## src/rtl/sensors_height_filter_if.sv

```systemverilog
// Snapshot-in / filtered-height-out bundle for sensors_height_filter.
// A snapshot transfers on a rising edge where in_valid && in_ready. The master keeps sensors
// stable while in_valid is high. height_valid is a one-cycle strobe with no backpressure.
interface sensors_height_filter_if #(
    parameter int WIDTH     = 8,
    parameter int NUM_PAIRS = 2
);
    logic [2*NUM_PAIRS*WIDTH-1:0]       sensors;
    logic                               in_valid;
    logic                               in_ready;
    logic [WIDTH-1:0]                   height;
    logic                               height_valid;
    logic [$clog2(NUM_PAIRS+1)-1:0]     pairs_used;
    logic                               fault;
    logic [1:0]                         state_dbg;

    modport master (
        output sensors, in_valid,
        input  in_ready, height, height_valid, pairs_used, fault, state_dbg
    );

    modport slave (
        input  sensors, in_valid,
        output in_ready, height, height_valid, pairs_used, fault, state_dbg
    );
endinterface

```

## src/rtl/sensors_height_filter.sv

```systemverilog
// Sequential height estimator: drops failed opposing pairs, takes the rounded mean of the
// surviving readings with a bit-serial divider, then smooths it over a moving window.
module sensors_height_filter #(
    parameter int WIDTH     = 8,
    parameter int NUM_PAIRS = 2,
    parameter int AVG_LOG2  = 2
) (
    input logic                    clk,
    input logic                    rst,
    sensors_height_filter_if.slave bus
);
    localparam int NS    = 2 * NUM_PAIRS;
    localparam int SUMW  = WIDTH + $clog2(NS);
    localparam int CW    = $clog2(NS + 1);
    localparam int PW    = $clog2(NUM_PAIRS + 1);
    localparam int BW    = $clog2(SUMW);
    localparam int DEPTH = 1 << AVG_LOG2;
    localparam int WSW   = WIDTH + AVG_LOG2;

    typedef enum logic [1:0] {IDLE = 2'd0, SCAN = 2'd1, DIV = 2'd2, DONE = 2'd3} state_t;
    state_t state, state_nx;

    logic [NS*WIDTH-1:0] snap;
    logic [SUMW-1:0]     sum, num, rem, rem_nx, num_nx;
    logic [SUMW:0]       rem_sh;
    logic                ge;
    logic [CW-1:0]       cnt;
    logic [PW-1:0]       ptr;
    logic [BW-1:0]       bcnt;
    logic [WIDTH-1:0]    pa, pb, q;
    logic                pair_ok, scan_last;

    logic [WIDTH-1:0]    win [DEPTH];
    logic                win_full;
    logic [WSW-1:0]      wsum;
    logic [WIDTH-1:0]    height_nx;

    logic [WIDTH-1:0]    height_r;
    logic                height_valid_r, fault_r;
    logic [PW-1:0]       pairs_used_r;

    // State register
    always_ff @(posedge clk or posedge rst) begin
        if (rst) state <= IDLE;
        else     state <= state_nx;
    end

    // Next-state logic
    always_comb begin
        state_nx = state;
        case (state)
            IDLE: if (bus.in_valid) state_nx = SCAN;
            SCAN: if (scan_last) state_nx = (cnt == '0) ? DONE : DIV;
            DIV:  if (bcnt == BW'(SUMW - 1)) state_nx = DONE;
            DONE: state_nx = IDLE;
            default: state_nx = IDLE;
        endcase
    end

    // Output logic
    always_comb begin
        bus.in_ready  = (state == IDLE);
        bus.state_dbg = state;
    end

    assign bus.height       = height_r;
    assign bus.height_valid = height_valid_r;
    assign bus.pairs_used   = pairs_used_r;
    assign bus.fault        = fault_r;

    // Pair k is (sensor k, sensor k+NUM_PAIRS); the extra SCAN cycle at ptr==NUM_PAIRS decides the path.
    always_comb begin
        pa = '0;
        pb = '0;
        for (int k = 0; k < NUM_PAIRS; k++) begin
            if (ptr == PW'(k)) begin
                pa = snap[k*WIDTH +: WIDTH];
                pb = snap[(k+NUM_PAIRS)*WIDTH +: WIDTH];
            end
        end
        pair_ok   = (pa != '0) && (pb != '0);
        scan_last = (ptr == PW'(NUM_PAIRS));
    end

    // One restoring-divide step: num shifts its MSB into rem and takes the quotient bit at its LSB.
    always_comb begin
        rem_sh = {rem, num[SUMW-1]};
        ge     = (rem_sh >= (SUMW+1)'(cnt));
        rem_nx = ge ? SUMW'(rem_sh - (SUMW+1)'(cnt)) : SUMW'(rem_sh);
        num_nx = {num[SUMW-2:0], ge};
        q      = num[WIDTH-1:0];
    end

    // Window sum as it will be after q enters; an empty window is treated as filled with q.
    always_comb begin
        wsum = WSW'(q);
        for (int i = 0; i < DEPTH - 1; i++)
            wsum = wsum + (win_full ? WSW'(win[i]) : WSW'(q));
        height_nx = WIDTH'((wsum + WSW'(DEPTH >> 1)) >> AVG_LOG2);
    end

    always_ff @(posedge clk or posedge rst) begin
        if (rst) begin
            snap           <= '0;
            sum            <= '0;
            num            <= '0;
            rem            <= '0;
            cnt            <= '0;
            ptr            <= '0;
            bcnt           <= '0;
            win_full       <= 1'b0;
            for (int i = 0; i < DEPTH; i++) win[i] <= '0;
            height_r       <= '0;
            height_valid_r <= 1'b0;
            pairs_used_r   <= '0;
            fault_r        <= 1'b0;
        end else begin
            height_valid_r <= 1'b0;
            case (state)
                IDLE: begin
                    if (bus.in_valid) begin
                        snap <= bus.sensors;
                        sum  <= '0;
                        cnt  <= '0;
                        ptr  <= '0;
                    end
                end
                SCAN: begin
                    if (!scan_last) begin
                        if (pair_ok) begin
                            sum <= sum + SUMW'(pa) + SUMW'(pb);
                            cnt <= cnt + CW'(2);
                        end
                        ptr <= ptr + PW'(1);
                    end else begin
                        num  <= sum + SUMW'(cnt >> 1);
                        rem  <= '0;
                        bcnt <= '0;
                    end
                end
                DIV: begin
                    num  <= num_nx;
                    rem  <= rem_nx;
                    bcnt <= bcnt + BW'(1);
                end
                DONE: begin
                    height_valid_r <= 1'b1;
                    pairs_used_r   <= PW'(cnt >> 1);
                    fault_r        <= (cnt == '0);
                    if (cnt != '0) begin
                        win[0]   <= q;
                        for (int i = 1; i < DEPTH; i++)
                            win[i] <= win_full ? win[i-1] : q;
                        win_full <= 1'b1;
                        height_r <= height_nx;
                    end
                end
                default: ;
            endcase
        end
    end
endmodule
```

## src/flat_wrapper.sv

```systemverilog
// flat-port wrapper written by rule: the top's interface ports become plain ports
module sensors_height_filter_flat 
#(
    parameter int WIDTH     = 8,
    parameter int NUM_PAIRS = 2,
    parameter int AVG_LOG2  = 2
)
  (clk, rst, bus_sensors, bus_in_valid, bus_in_ready, bus_height, bus_height_valid, bus_pairs_used, bus_fault, bus_state_dbg);
  sensors_height_filter_if #(.WIDTH(WIDTH), .NUM_PAIRS(NUM_PAIRS)) bus_i ();
  input logic clk;
  input logic rst;
  input wire logic [$bits(bus_i.sensors)-1:0] bus_sensors;
  input wire logic [$bits(bus_i.in_valid)-1:0] bus_in_valid;
  output wire logic [$bits(bus_i.in_ready)-1:0] bus_in_ready;
  output wire logic [$bits(bus_i.height)-1:0] bus_height;
  output wire logic [$bits(bus_i.height_valid)-1:0] bus_height_valid;
  output wire logic [$bits(bus_i.pairs_used)-1:0] bus_pairs_used;
  output wire logic [$bits(bus_i.fault)-1:0] bus_fault;
  output wire logic [$bits(bus_i.state_dbg)-1:0] bus_state_dbg;
  assign bus_i.sensors = bus_sensors;
  assign bus_i.in_valid = bus_in_valid;
  assign bus_in_ready = bus_i.in_ready;
  assign bus_height = bus_i.height;
  assign bus_height_valid = bus_i.height_valid;
  assign bus_pairs_used = bus_i.pairs_used;
  assign bus_fault = bus_i.fault;
  assign bus_state_dbg = bus_i.state_dbg;
  sensors_height_filter #(.WIDTH(WIDTH), .NUM_PAIRS(NUM_PAIRS), .AVG_LOG2(AVG_LOG2)) u_core (.clk(clk), .rst(rst), .bus(bus_i));
endmodule
```

## config.mk

```make
export PLATFORM = sky130hd
export DESIGN_NAME = sensors_height_filter_flat
export DESIGN_NICKNAME = d
export VERILOG_FILES = /design/src/rtl/sensors_height_filter_if.sv /design/src/rtl/sensors_height_filter.sv /design/src/flat_wrapper.sv
export SDC_FILE = /design/constraint.sdc
export NUM_CORES = 1
export LEC_CHECK = 0
export CAP_MARGIN = 40
export CORE_MARGIN = 1
export CORE_UTILIZATION = 25
export DETAILED_ROUTE_END_ITERATION = 6
export GPL_TIMING_DRIVEN = 0
export PLACE_DENSITY = 0.47
export SYNTH_ARGS = -nofsm -noshare
export SYNTH_HDL_FRONTEND = slang
export SYNTH_SLANG_ARGS = --single-unit
```

## constraint.sdc

```tcl
create_clock -name clk -period 4.6 [get_ports clk]
set_clock_uncertainty 0.1 [all_clocks]
set_input_delay 1.38 -clock clk [delete_from_list [all_inputs] [get_ports clk]]
set_output_delay 1.38 -clock clk [all_outputs]
set_load 0.05 [all_outputs]
```

# Yosys cells after proc, flatten, opt, wreduce, memory -nomap -nowiden
# Cells that the tools add are included.
dict set report totals {
  elab_cells 87
  output_inout_bits 15
  register_bits 110
}
dict set report classes {
  n_reduce_logical 15
  magnitude_cmp 1
  n_eq_ne 11
  addsub 11
  n_mux 33
}
# cell n
set op_table {}
lappend op_table {{2-to-1 mux 8 bit} 9}
lappend op_table {{2-to-1 mux 10 bit} 6}
lappend op_table {{case mux 10 bit (2 select lines)} 3}
lappend op_table {{adder 10 bit} 2}
lappend op_table {{adder 10 x 8 -> 10 bit} 2}
lappend op_table {{nonzero test 8 bit} 2}
lappend op_table {{greater-or-equal comparator 11 x 3 -> 1 bit} 1}
lappend op_table {{adder 10 x 2 -> 10 bit} 1}
lappend op_table {{adder 10 x 2 -> 10 bit (second input constant)} 1}
lappend op_table {{adder 8 x 10 -> 10 bit} 1}
lappend op_table {{2-to-1 mux 2 bit} 5}
lappend op_table {{subtractor 10 x 3 -> 10 bit} 1}
lappend op_table {{2-to-1 mux 3 bit} 3}
lappend op_table {{case mux 2 bit (4 select lines)} 1}
lappend op_table {{case mux 4 bit (2 select lines)} 1}
lappend op_table {{equality test 2 bit (second input constant)} 3}
lappend op_table {{inequality test 2 x 1 -> 1 bit (second input constant)} 3}
lappend op_table {{case mux 3 bit (2 select lines)} 1}
lappend op_table {{AND reduction 2 bit} 3}
lappend op_table {{AND reduction 3 bit} 2}
lappend op_table {{adder 4 x 1 -> 4 bit (second input constant)} 1}
lappend op_table {{equality test 2 x 1 -> 1 bit (second input constant)} 2}
lappend op_table {{equality test 4 bit (second input constant)} 1}
lappend op_table {{zero test 2 bit} 2}
lappend op_table {{11 further kinds} 14}

# Depth between registers and ports, before layout
# Gate-level depths: netlist of run 1.
dict set report depth {
  depth_word 8
  mapped_depth 15
  depth_no_buf 14
}

# Worst setup path before layout of run 1
# Ideal clock, no wire load.
dict set report synth_timing {
  path_kind {register to register}
  startpoint {register u_core.win_full}
  endpoint {register u_core.height_r[6] (netlist: u_core.bus.height[6])}
  synth_period_minus_slack_ps 3684
  setup_slack_ps 916
  n_path_buf 3
  setup_time_ps 126
  stages_incl_launch_ff 14
  t_arrival_ps 3457
  required_time_ps 4374
  cell_sequence {dfrtp_1 clkbuf_1 clkbuf_1 clkbuf_1 a21oi_1 fa_1 fa_1 inv_1 ha_1 o21a_1 o21a_1 a21oi_1 o21ai_0 a221o_1}
}
dict set report synth_between {
  elab_chain_len 5
  word_cells_on_any_way 7
  cone_classes {4 x add/sub; 3 x mux}
}
# item line
set synth_rtl {}
lappend synth_rtl {{start, declared} sensors_height_filter.sv:34} ;# logic win_full;
lappend synth_rtl {{start signal, assigned} sensors_height_filter.sv:111} ;# win_full <= 1'b0;
lappend synth_rtl {{start signal, assigned} sensors_height_filter.sv:154} ;# win_full <= 1'b1;
lappend synth_rtl {{2-to-1 mux 8 bit} sensors_height_filter.sv:98} ;# wsum = wsum + (win_full ? WSW'(win[i]) : WSW'(q));
lappend synth_rtl {{adder 8 x 10 -> 10 bit} sensors_height_filter.sv:98}
lappend synth_rtl {{adder 10 bit} sensors_height_filter.sv:98}
lappend synth_rtl {{adder 10 bit *} sensors_height_filter.sv:98}
lappend synth_rtl {{adder 10 x 2 -> 10 bit *} sensors_height_filter.sv:99} ;# height_nx = WIDTH'((wsum + WSW'(DEPTH >> 1)) >> AVG_LOG2);
lappend synth_rtl {{end signal, assigned} sensors_height_filter.sv:155} ;# height_r <= height_nx;
lappend synth_rtl {{end, declared} sensors_height_filter.sv:38} ;# logic [WIDTH-1:0] height_r;
# Mark *: on every way between the ends. The rest lies on a longest branch, timed or not.
# A chain may end at the register's enable or synchronous reset.

# Worst setup path after layout of run 1
# Same ends and word-level chain as after synthesis.

==> results of run 1 <==
[cells in the final DEF (no fill, tap or decap), types with 8 or more instances in the layout]
cell / Yosys / layout
clkbuf_16: 0 / 9
o21ai_0: 62 / 62
inv_1: 57 / 56
nand2b_1: 9 / 9
mux2i_1: 20 / 20
fa_1: 26 / 26
clkbuf_1: 18 / 17
xnor2_1: 21 / 21
nor2_1: 29 / 29
a21oi_1: 32 / 32
nor3_1: 9 / 9
mux2_2: 35 / 35
a31oi_1: 8 / 8
dfrtp_1: 109 / 109
nand2_1: 108 / 108
clkdlybuf4s50_1: 0 / 49
ha_1: 31 / 31
[metal layers]
| metal | part of all wire, % | wire length, um |
|---|---|---|
| met1 | 48 | 7180 |
| met2 | 48 | 7310 |
| met3 | 2.7 | 408 |
| met4 | 1.2 | 178 |
| met5 | 0 | 0 |
[critical path, delay by kind of cell (launching register included)]
kind | cells | cell delay (ps)
adder cells (fa/ha/maj) | 3 | 1360
flip-flops | 1 | 320
buffers and inverters | 4 | 1070
AO/OA/AOI/OAI | 6 | 1340
[final timing paths]
| path | from | endpoint | depth (start not counted) |
|---|---|---|---|
| max in group asynchronous | rst | u_core.rem[3] | 3 |
| worst min register to register | u_core.bus.height[5] | u_core.bus.height[5] | 2 |
| min in group asynchronous | rst | u_core.snap[26] | 2 |
| worst max register to register | u_core.win_full | u_core.bus.height[6] | 13 |
| worst min-delay path | u_core.bus.height[5] | u_core.bus.height[5] | 2 |
| worst max-delay path | u_core.win_full | u_core.bus.height[6] | 13 |
[layout make-up]
type,count,area [um2],share of cell area [%]
well taps,330,413,5.31
flip-flops and latches,109,2730,35.1
inverters,57,219,2.82
repair buffers,50,518,6.67
plain buffers,26,109,1.40
clock buffers,9,225,2.90
multi-input cells,473,3480,44.8
clock inverters,7,75.1,0.966
[cells in the mapped netlist, types with 5 or more instances]
| cell type | n | area [um2] |
|---|---|---|
| nor3_1 | 9 | 45.0 |
| xnor2_1 | 21 | 184 |
| inv_1 | 57 | 214 |
| nand2b_1 | 9 | 56.3 |
| a31oi_1 | 8 | 50.1 |
| ha_1 | 31 | 388 |
| a21oi_1 | 32 | 160 |
| dfrtp_1 | 109 | 2730 |
| fa_1 | 26 | 521 |
| mux2i_1 | 20 | 200 |
| o21ai_0 | 62 | 310 |
| clkbuf_1 | 18 | 67.6 |
| nor2_1 | 29 | 109 |
| nand3_1 | 6 | 30.0 |
| mux2_2 | 35 | 394 |
| nor2b_1 | 6 | 37.5 |
| nand2_1 | 108 | 405 |
| o21ai_1 | 5 | 25.0 |
[logic make-up (layout without fill, tap and decap cells)]
family,Yosys count,count (layout)
other,1,1
adders and majority gates,57,57
muxes,55,55
xor gates and xnor gates,24,24
AOI/OAI and AO/OA,150,150
buffers and inverters,83,149
and+or+nand+nor,186,186
DFF,109,109
[sequential cells by signal (all words and copies together), names as in the netlist, 2 cells and up]
register / flops
u_core.bus.height: 8
u_core.bus.state_dbg: 2
u_core.bus.pairs_used: 2
u_core.sum: 10
u_core.cnt: 2
u_core.win: 24
u_core.snap: 32
u_core.ptr: 2
u_core.rem: 10
u_core.num: 10
u_core.bcnt: 4
[per-stage QoR]
step,util (%),cells
3_5_place_dp,29.4,1045
3_3_place_gp,29.3,1044
2_1_floorplan,-,665
6_report,30.6,1061
5_1_grt,30.6,1061
4_1_cts,30.6,1061
[what timing repair did]
action	4_1_cts	5_1_grt
endpoints found under the setup margin	0	2
hold buffers	0	0
resized for setup	0	2
==> out/qor.txt, run 1 <==
Status = complete, no violations
Diode count = 0
Syn avg cell area = 9.83 um2
Initial DRC count = 203
Cell Area, Placed = 7470 um2
Vias = 4,735
First-pass GRT wire length = 25.4 mm
Max_cap viols = 0
Post-synth ARST share = 100%
IO buf count = 49
Post-synthesis mux area share = 9.10%
Core Area = 25,400 um2
# Post-CTS Setup Buffers = 0
Final worst slack = 293 ps
Crit path max fanout = 10
Clk buf depth = 2
Die Ht = 164 um
Clock sink count = 109
Max Slew Vio Count = 0
Crit path launch type = register
Antenna violations before repair = 0
#FFs+latches synth = 109
Endpoints failing setup = 0
Clk slew on worst S/H paths = 70 ps
Starting Density = 25.7%
Cells after synthesis = 665
Largest family of logic cells by synthesized area = compound AO/OA/AOI/OAI gates
Area of the mapped netlist = 6530 um2
Clock latency on the worst-skew pair = 350 ps
Max Fclk = 232 MHz
Synth Area in XOR/XNOR = 3.22%
Critical path capture point type = register
Worst EP arrival = 4440 ps
Post-DRT Antenna Nets = 0
Layout area overhead = 18.9%
Number of synthesized flops with an enable pin = 0
Met2 Use GR = 20.6%
Critical path, cell by cell = clkbuf_1 > clkbuf_1 > clkbuf_2 > a21oi_1 > fa_1 > fa_1 > inv_1 > ha_1 > o21a_1 > o21a_1 > a21oi_1 > o21ai_0 > a221o_1
H-Tree Depth = 3
Detail Placement HPWL = 11.4 mm
Relative slew slack = 48.2%
GR peak layer = met2
Largest net degree at the start of global routing = 77
Syn Nets = 757
Post-synth top flop = dfrtp_1
Worst path slowest cell = fa_1
First-pass iteration count of the detailed router = 4
Distinct cell type count after synthesis = 57
IO Count = 50
Post-layout nets = 818
Compound-cell area share of the yosys netlist = 14.0%
Pre-CTS WS = 93.9 ps
Fillers = 2,643
Global routing usage on met1 = 15.7%
Routability Congestion = 0.774
Post-layout minimum cycle time = 4310 ps
Hold_ws = 383 ps
CTS buffer count = 9
Vias in the first global route = 4,939
Die W = 164 um
Via-to-Cell Ratio = 4.46
Post-route setup TNS = 0 ps
RSZ-0062 raised after global routing = false
CTS tree = yes
Fraction of layout cells with a size suffix above 1 = 9.17%
DRC viols = 0
CP Class = reg2reg
Grt total ovfl = 0
Drt total wl = 15.1 mm
GRT Total Usage = 12.1%
Drt wl/cell = 14.2 um
DIE AREA = 26,800 um2
Sequential area share after synthesis = 41.7%
Adder-cell share of the synthesized area = 13.9%
Tcrit/Tclk final = 93.6%
Final Hold Fails = 0
Synth Area in Simple Gates = 13.0%
Worst hold path class = reg2reg
Ys Warns = 0
Worst-margin pin slew = 773 ps
Flop-to-flop setup slack = 290 ps
Critical Path RT = 4740 ps
Met3 GRT Util = 2.56%
Post-route cell area = 7770 um2
Max stage delay on crit path = 530 ps
Root buf cell = clkbuf_16
Site Rows = 58
Power of run 1 is left out: the tool's default activity adds up to more than one toggle a clock period on the data nets, which glitch-free logic cannot reach.
==> inputs of run 2 (changes only) <==
Clock period 4.6 ns to 4.95 ns, I/O delays scaled along.
==> out/qor.txt, run 2 (synthesized netlist as in run 1, its figures left out) <==
Post-CTS resize count = 0 (unchanged)
Clock latency on the worst-skew pair = 350 ps (about the same)
RSZ-0062 raised after global routing = false (unchanged)
DIE AREA = 26,800 um2 (unchanged)
Kind of cell adding the most delay to the critical path = compound AO/OA/AOI/OAI gates (was adder cells)
Post-route cell area = 7770 um2 (about the same)
Hold_ws = 383 ps (about the same)
Hold Buf Count CTS = 0 (unchanged)
Post-layout minimum cycle time = 4490 ps (was 4310 ps)
Worst EP arrival = 4630 ps (was 4440 ps)
Worst-margin pin slew = 774 ps (was 773 ps)
Clk slew on worst S/H paths = 70 ps (about the same)
Largest net degree at the start of global routing = 77 (unchanged)
IO buf count = 49 (unchanged)
First-pass GRT wire length = 25.4 mm (unchanged)
CTS buffer count = 9 (unchanged)
Status = complete, no violations (unchanged)
Worst r2r path cells = 13 (unchanged)
Final Core Density = 30.6% (about the same)
Site Rows = 58 (unchanged)
Fraction of layout cells with a size suffix above 1 = 9.03% (was 9.17%)
Via-to-Cell Ratio = 4.47 (was 4.46)
IO Count = 50 (unchanged)
CTS tree = yes (unchanged)
Cell Area, Placed = 7470 um2 (unchanged)
Diode count = 0 (unchanged)
Max Slew Vio Count = 0 (unchanged)
Critical path, cell by cell = clkbuf_1 > clkbuf_1 > clkbuf_1 > a21oi_1 > fa_1 > fa_1 > inv_1 > ha_1 > o21a_1 > o21a_1 > a21oi_1 > o21ai_0 > a221o_1 (was clkbuf_1 > clkbuf_1 > clkbuf_2 > a21oi_1 > fa_1 > fa_1 > inv_1 > ha_1 > o21a_1 > o21a_1 > a21oi_1 > o21ai_0 > a221o_1)
Critical path capture point type = register (unchanged)
Worst path slowest cell = fa_1 (unchanged)
Max stage delay on crit path = 530 ps (about the same)
Final Hold Fails = 0 (unchanged)
Clock sink count = 109 (unchanged)
Hold wc startpoint = u_core.bus.height[5] (unchanged)
Biggest register = u_core.snap (unchanged)
Routability Congestion = 0.774 (unchanged)
Layout area overhead = 18.9% (about the same)
Relative slew slack = 48.1% (was 48.2%)
Tcrit/Tclk final = 90.8% (was 93.6%)
Most frequent CP cell = clkbuf_1
Endpoints failing setup = 0 (unchanged)
Initial DRC count = 203 (unchanged)
Crit path max fanout = 10 (unchanged)
Root buf cell = clkbuf_16 (unchanged)
Post-DRT Antenna Nets = 0 (unchanged)
Antenna violations before repair = 0 (unchanged)
Commonest non-fill, non-tap cell in the layout = dfrtp_1 (unchanged)
Hold depth = 2 (unchanged)
Worst Hold Path EP = u_core.bus.height[5] (unchanged)
DRC viols = 0 (unchanged)
First-pass iteration count of the detailed router = 5 (was 4)
Reg2reg start = u_core.win_full (unchanged)
Post-layout nets = 818 (unchanged)
Largest registers = u_core.snap x32, u_core.win x24 (unchanged)
Critical path buffer and inverter count = 4 (unchanged)
Drt wl/cell = 14.2 um (about the same)
Max reg flops = 32 (unchanged)
Max Fclk = 223 MHz (was 232 MHz)
Post-route setup TNS = 0 ps (unchanged)
Clk buf depth = 2 (unchanged)
Critical Path RT = 5090 ps (was 4740 ps)
Most frequent cells in the layout = dfrtp_1 (109), nand2_1 (108), o21ai_0 (62), inv_1 (56), clkdlybuf4s50_1 (49) (unchanged)
Max_cap viols = 0 (unchanged)
Flop-to-flop setup slack = 460 ps (was 290 ps)
Die W = 164 um (unchanged)
Grt total ovfl = 0 (unchanged)
Fillers = 2,641 (was 2,643)
Vias = 4,739 (was 4,735)
Vias in the first global route = 4,939 (unchanged)
Crit path launch type = register (unchanged)
Starting Density = 25.7% (unchanged)
H-Tree Depth = 3 (unchanged)
Worst hold path class = reg2reg (unchanged)
# Post-CTS Setup Buffers = 0 (unchanged)
Die Ht = 164 um (unchanged)
Core Area = 25,400 um2 (unchanged)
Detail Placement HPWL = 11.4 mm (unchanged)
CP Class = reg2reg (unchanged)
FF-to-FF End = u_core.bus.height[6] (unchanged)
GRT Total Usage = 12.1% (unchanged)
Drt total wl = 15.1 mm (about the same)
[run 2: changes by cell type in the layout (fill, tap and decap cells not counted)]
cell      before  now
clkbuf_1      17   18
clkbuf_2       1    0
[run 2: per-layer routing]
metal / global-route usage [%] / vias to the layer above / share of wire [%]
li1: - / 2395 / -
met1: 15.7 / 2257 / 48
met2: 20.6 / 71 / 48
met3: 2.56 / 16 / 2.8
met4: 2.74 / 0 / 1.2
met5: 0 / - / 0
[run 2: worst min-delay path, stage by stage (launching register included)]
cell and delay (ps):
dfrtp_1 340, nand2_1 40, o21ai_0 60
[run 2: layout make-up]
cell class | count | area, um2 | area share (%)
multi-input combinational | 473 | 3480 | 44.8
sequential | 109 | 2730 | 35.1
timing repair buffer | 50 | 518 | 6.67
tap | 330 | 413 | 5.31
clock buffer | 9 | 225 | 2.90
inverter | 57 | 219 | 2.82
buffer | 26 | 108 | 1.38
clock inverter | 7 | 75.1 | 0.966
[run 2: per-stage QoR]
step / instances / setup slack [ps]
floorplan: 665 / 491
global placement: 1044 / -1520
detailed placement: 1045 / 444
CTS: 1061 / 403
global route: 1061 / 138
finish: 1061 / 457
[run 2: how the worst max path moves through the flow]
stage | cells past startpoint | endpoint | slack, ps | start
2_1_floorplan | 1 | u_core.bcnt[0] | 490 | rst
3_3_place_gp | 2 | u_core.bus.height[0] | -1520 | rst
3_5_place_dp | 13 | u_core.bus.height[6] | 440 | u_core.win_full
4_1_cts | 13 | u_core.bus.height[6] | 400 | u_core.win_full
5_1_grt | 13 | u_core.bus.height[6] | 140 | u_core.win_full
6_report | 13 | u_core.bus.height[6] | 460 | u_core.win_full
Power of run 2 is left out for the same reason.
